===== src/rtl/grey_fp16_to_u8_packer.sv =====
// FP16 grey pixel -> uint8 (round-to-nearest-even, clamped), packed four per 32-bit word.
// Define GREY_SAT_COUNT_EN to add the sat_count clamp-event counter port.
module grey_fp16_to_u8_packer (
  input  logic        clk,
  input  logic        rst,
  input  logic        in_valid,
  output logic        in_ready,
  input  logic [15:0] in_grey,
  input  logic        in_last,
  output logic        out_valid,
  input  logic        out_ready,
  output logic [31:0] out_data,
  output logic [3:0]  out_keep,
  output logic        out_last
`ifdef GREY_SAT_COUNT_EN
  ,
  output logic [15:0] sat_count
`endif
);

  // Round-to-nearest-even integer part; valid only for exponents 14..22.
  function automatic logic [8:0] rne_round(input logic [4:0] e, input logic [9:0] m);
    logic [10:0] sig;
    logic [10:0] ip;
    logic        rb;
    logic        sticky;
    sig    = {1'b1, m};
    ip     = sig >> (5'd25 - e);
    rb     = sig[4'(5'd24 - e)];
    sticky = |(sig & ((11'd1 << (5'd24 - e)) - 11'd1));
    rne_round = 9'(ip) + 9'(rb & (sticky | ip[0]));
  endfunction

  function automatic logic [7:0] fp16_to_u8(input logic [15:0] x);
    logic [8:0] rnd;
    fp16_to_u8 = 8'h00;
    rnd        = 9'd0;
    if (x[14:10] == 5'd31)
      fp16_to_u8 = (x[9:0] == 10'd0 && !x[15]) ? 8'hFF : 8'h00;
    else if (x[15] || x[14:10] <= 5'd13)
      fp16_to_u8 = 8'h00;
    else if (x[14:10] >= 5'd23)
      fp16_to_u8 = 8'hFF;
    else begin
      rnd        = rne_round(x[14:10], x[9:0]);
      fp16_to_u8 = rnd[8] ? 8'hFF : rnd[7:0];
    end
  endfunction

`ifdef GREY_SAT_COUNT_EN
  function automatic logic is_sat(input logic [15:0] x);
    logic [8:0] rnd;
    is_sat = 1'b0;
    rnd    = 9'd0;
    if (x[14:10] == 5'd31)
      is_sat = 1'b1;
    else if (x[15])
      is_sat = (x[14:0] != 15'd0);
    else if (x[14:10] <= 5'd13)
      is_sat = 1'b0;
    else if (x[14:10] >= 5'd23)
      is_sat = 1'b1;
    else begin
      rnd    = rne_round(x[14:10], x[9:0]);
      is_sat = rnd[8];
    end
  endfunction
`endif

  logic        vld_p1_q, vld_p1_d;
  logic [7:0]  byte_p1_q, byte_p1_d;
  logic        last_p1_q, last_p1_d;
  logic [23:0] acc_q, acc_d;
  logic [1:0]  idx_q, idx_d;
  logic        vld_p2_q, vld_p2_d;
  logic [31:0] data_p2_q, data_p2_d;
  logic [3:0]  keep_p2_q, keep_p2_d;
  logic        last_p2_q, last_p2_d;
  logic        completes, adv_p1, in_fire;
  logic [31:0] word;
  logic [3:0]  keep_new;

  assign completes = last_p1_q || (idx_q == 2'd3);
  assign adv_p1    = vld_p1_q && (!completes || !vld_p2_q || out_ready);
  assign in_ready  = !rst && (!vld_p1_q || adv_p1);
  assign in_fire   = in_valid && in_ready;
  assign keep_new  = 4'((5'd2 << idx_q) - 5'd1);

  always_comb begin
    vld_p1_d  = vld_p1_q;
    byte_p1_d = byte_p1_q;
    last_p1_d = last_p1_q;
    acc_d     = acc_q;
    idx_d     = idx_q;
    vld_p2_d  = vld_p2_q;
    data_p2_d = data_p2_q;
    keep_p2_d = keep_p2_q;
    last_p2_d = last_p2_q;
    word      = {8'h00, acc_q};
    word[{idx_q, 3'b000} +: 8] = byte_p1_q;

    // Stage p0 -> p1: convert and register the incoming pixel
    if (adv_p1) vld_p1_d = 1'b0;
    if (in_fire) begin
      vld_p1_d  = 1'b1;
      byte_p1_d = fp16_to_u8(in_grey);
      last_p1_d = in_last;
    end

    // Stage p1 -> p2: accumulate, or emit a packed word
    if (vld_p2_q && out_ready) vld_p2_d = 1'b0;
    if (adv_p1) begin
      if (completes) begin
        vld_p2_d = 1'b1;
        for (int i = 0; i < 4; i++)
          data_p2_d[i*8 +: 8] = keep_new[i] ? word[i*8 +: 8] : 8'h00;
        keep_p2_d = keep_new;
        last_p2_d = last_p1_q;
        idx_d     = 2'd0;
      end else begin
        acc_d[{idx_q, 3'b000} +: 8] = byte_p1_q;
        idx_d = idx_q + 2'd1;
      end
    end
  end

  always_ff @(posedge clk) begin
    if (rst) begin
      vld_p1_q  <= 1'b0;
      idx_q     <= 2'd0;
      vld_p2_q  <= 1'b0;
      data_p2_q <= 32'd0;
      keep_p2_q <= 4'd0;
      last_p2_q <= 1'b0;
    end else begin
      vld_p1_q  <= vld_p1_d;
      idx_q     <= idx_d;
      vld_p2_q  <= vld_p2_d;
      data_p2_q <= data_p2_d;
      keep_p2_q <= keep_p2_d;
      last_p2_q <= last_p2_d;
    end
  end

  always_ff @(posedge clk) begin
    byte_p1_q <= byte_p1_d;
    last_p1_q <= last_p1_d;
    acc_q     <= acc_d;
  end

  assign out_valid = vld_p2_q;
  assign out_data  = data_p2_q;
  assign out_keep  = keep_p2_q;
  assign out_last  = last_p2_q;

`ifdef GREY_SAT_COUNT_EN
  logic        sat_p1_q, sat_p1_d;
  logic [15:0] sat_cnt_q, sat_cnt_d;

  always_comb begin
    sat_p1_d  = sat_p1_q;
    sat_cnt_d = sat_cnt_q;
    if (in_fire) sat_p1_d = is_sat(in_grey);
    if (adv_p1 && sat_p1_q && sat_cnt_q != 16'hFFFF) sat_cnt_d = sat_cnt_q + 16'd1;
  end

  always_ff @(posedge clk) begin
    if (rst) sat_cnt_q <= 16'd0;
    else     sat_cnt_q <= sat_cnt_d;
  end

  always_ff @(posedge clk) sat_p1_q <= sat_p1_d;

  assign sat_count = sat_cnt_q;
`endif

endmodule


===== config.mk =====
export PLATFORM = sky130hd
export DESIGN_NAME = grey_fp16_to_u8_packer
export DESIGN_NICKNAME = d
export VERILOG_FILES = /design/src/rtl/grey_fp16_to_u8_packer.sv
export SDC_FILE = /design/constraint.sdc
export NUM_CORES = 1
export LEC_CHECK = 0
export CAP_MARGIN = 20
export CORE_MARGIN = 3
export CORE_UTILIZATION = 55
export DETAILED_ROUTE_END_ITERATION = 10
export GPL_TIMING_DRIVEN = 0
export PLACE_DENSITY_LB_ADDON = 0.2
export SLEW_MARGIN = 0
export SYNTH_ARGS = -nofsm -noshare
export SYNTH_HDL_FRONTEND = slang
export SYNTH_SLANG_ARGS = --single-unit

===== constraint.sdc =====
create_clock -name clk -period 4.95 [get_ports clk]
set_input_delay 0.99 -clock clk [delete_from_list [all_inputs] [get_ports clk]]
set_output_delay 0.99 -clock clk [all_outputs]
set_load 0.005 [all_outputs]

==> impl_metrics.toml <==
[logic_synthesis]
syn_avg_cell_area_sq_um = 8.72
yosys.area_share.simple = 0.214
synth.distinct_cells = 68
synthMuxAreaShare = 0.0742
yosys_warnings = 0
synth_top_family_by_area = "simple AND/OR/NAND/NOR gates"
syn_area_sq_um = 4550
synth-main-ff-cell = "dfxtp_1"
seq_area_frac_synth = 0.398
synth_nets = 561
synth-compound-area-share = 0.178
async_flop_share = 0
synth_edf_count = 33
synth-xor-area-share = 0.0231
postSynthCellCount = 522
synth-adder-area-share = 0.0495
ys_ff_latch = 74

[critical_path]
startpoint = "in_grey[12]"
path_cells = "clkdlybuf4s50_1 -> buf_2 -> inv_1 -> ha_4 -> nor2b_1 -> clkbuf_2 -> nor2_2 -> a21oi_2 -> or3b_2 -> ha_1 -> buf_2 -> a311oi_1 -> o2111ai_1 -> a221o_1 -> nor4_2 -> a211o_1 -> a21oi_2"
worstSetupPathType = "input port to flop"
cp.required_ns = 5.04
critPathTopFamily = "buffers and inverters"
r2r_cells = 9
r2r_slack_ns = 2.06
crit_arrival_ns = 4.81
end_kind = "flop"
worstReg2RegEnd = "out_data[30]"
rr_startpoint = "idx_q[0]"
path_buf_inv = 5
cp_slowest_stage_delay_ns = 0.55
crit_slowest_cell = "clkdlybuf4s50_1"
cp_max_fo = 10
crit_path_start_kind = "input port"

[pwr]
p_leak_uw = 0.00211
vdd_ir_drop_max_mv = 0.126
clockPowerShare = 0.371
power.share.sequential = 0.449
power_switching_uw = 383
power_density_nw_per_um2 = 266
p_comb_frac = 0.180
internal_power_uw = 1100
p_sw_frac = 0.258

[grt]
grt_pass1_wl_microns = 19000
grt_usage = 0.245
overflow = 0
antenna_found_initial = 0
grt_max_degree = 27
grt_pass1_vias = 3917

[die]
std_cell_rows = 32
start_util = 0.577
die_w_microns = 97.0
fp.coreArea_sq_um = 7890
dieArea_sq_um = 9410
ioPinCount = 60
die_height_microns = 97.0

[layout]
nets = 632
fillers = 641
post-route-util = 0.707
area.growth.synth_to_final_pct = 22.5
n_antenna_cell = 0
drive_gt1_frac = 0.0936

[timing]
timing.final.ws_setup_ns = 0.229
report.final.slew_viol_count = 0
min_period_over_period = 0.954
hold_viol = 0
fin_skew_ns = 0.0160
setup_viol = 0
rsz0062_at_grt = "no"
fin_crit_ns = 4.72
fmax_mhz = 212
worst_pin_slew_ns = 0.936
maxSlewHeadroom = 0.370

[route]
routed_wl_microns = 11500
drt_iter0_drc = 249
vias_per_cell = 5.87
drc = 0
via_count = 4112
dr.pass1.iters = 5
ant_nets = 0
post_drt_wl_per_cell_microns = 16.5

[clock_network]
root_buffer = "clkbuf_8"
numClockSinks = 74
clock_path_buffers = 2
numCtsBuffers = 9
h-tree-depth = 3
cts_tree = "built"
clk_pin_slew_ns = 0.08
clock_latency_ns = 0.35
holdBufCountCts = 0

[min_path]
whs_path_depth = 2
min_from = "out_keep[3]"
holdCritPathClass = "flop to flop"
hold_end = "out_keep[3]"

[outcome]
outcome = "finished, final reports clean"

[run]
maxCapViolations = 0

[placed_design]
place_ws_ns = -0.858
gp_congestion = 0.915
place_hpwl_microns = 8570
port_buffers = 56
final cells by class:
cell class / count / area [sq um] / share of cell area
well taps: 102 / 128 / 0.0229
repair buffers: 60 / 612 / 0.110
plain buffers: 32 / 166 / 0.0298
clock buffers: 13 / 170 / 0.0305
flip-flops and latches: 74 / 1810 / 0.325
inverters: 34 / 131 / 0.0235
multi-input cells: 382 / 2490 / 0.447
clock inverters: 3 / 68.8 / 0.0123
Yosys cell counts, types with 8 or more instances:
cell type   n  share of area
nor2_1     81          0.067
nand2_1    62          0.051
dfxtp_1    41           0.18
a21oi_1    38          0.042
edfxtp_1   33           0.22
inv_1      33          0.027
o21ai_0    33          0.036
clkbuf_1   23          0.019
ha_1       18          0.049
nor3_1     12          0.013
nand2b_1   10          0.014
a22oi_1     8          0.013
xor2_1      8          0.015
how the worst max path moves through the flow:
| stage | to | slack [ns] | cells after the start |
|---|---|---|---|
| final | byte_p1_q[0] | 0.23 | 17 |
| after global routing | byte_p1_q[0] | 0.10 | 17 |
| after CTS | byte_p1_q[0] | 0.06 | 18 |
| after detailed placement | byte_p1_q[0] | -0.86 | 19 |
| after global placement | byte_p1_q[0] | -0.74 | 19 |
| after floorplan | byte_p1_q[0] | 0.46 | 16 |
kinds of logic after synthesis:
logic type	Yosys count
adders and majority gates	18
muxes	19
xor gates and xnor gates	12
DFF	74
and+or+nand+nor	207
AOI/OAI and AO/OA	126
buffers and inverters	66
metal layers:
layer  global-route usage  vias up  share of wire
met4                0.104        0          0.025
met3               0.0375       25          0.056
met1                0.301     1950           0.42
met5                    0        -              0
li1                     -     1989              -
met2                0.428      148           0.50
cell usage in the layout (no fill, tap or decap), types with 8 or more instances in the layout:
cell type,instances
nor3_1,12
clkbuf_1,22
clkbuf_8,10
nand2_1,62
a22oi_1,8
edfxtp_1,33
inv_1,32
o21ai_0,33
xor2_1,8
dfxtp_1,41
clkdlybuf4s50_1,54
ha_1,16
nor2_1,80
a21oi_1,37
nand2b_1,10
power groups by stage:
stage	clock network [uW]	logic, uW	registers (uW)
final	550	266	666
after global routing	577	292	668
after CTS	552	261	666
after detailed placement	0	253	680
after global placement	0	250	680
after floorplan	0	176	677
timing repair:
action	CTS	global route
setup endpoints to repair	1	2
pin swaps	1	0
gates resized for setup	13	4
setup buffers	2	0
sequential cells by signal, summed over array words and instances (netlist names), 2 cells and up:
register	flops
acc_q	24
byte_p1_q	8
idx_q	2
out_data	32
out_keep	4
worst min-delay path, cell delays in order, from the launching register on:
cell,delay [ns]
dfxtp_1,0.32
nand2_1,0.05
a21oi_1,0.05
per-stage QoR:
| stage | total power (uW) | hold WS, ns | instances | area, sq um | setup TNS [ns] |
|---|---|---|---|---|---|
| detailed placement | 933 | 0.457 | 681 | 5250 | -1.53 |
| global placement | 929 | 0.442 | 680 | 5240 | -1.06 |
| CTS | 1480 | 0.468 | 699 | 5540 | 0 |
| floorplan | 853 | 0.453 | 522 | 4550 | 0 |
| finish | 1480 | 0.463 | 700 | 5580 | 0 |
| global route | 1540 | 0.508 | 700 | 5580 | 0 |
Note: power is estimated with default switching activity, not from simulation.
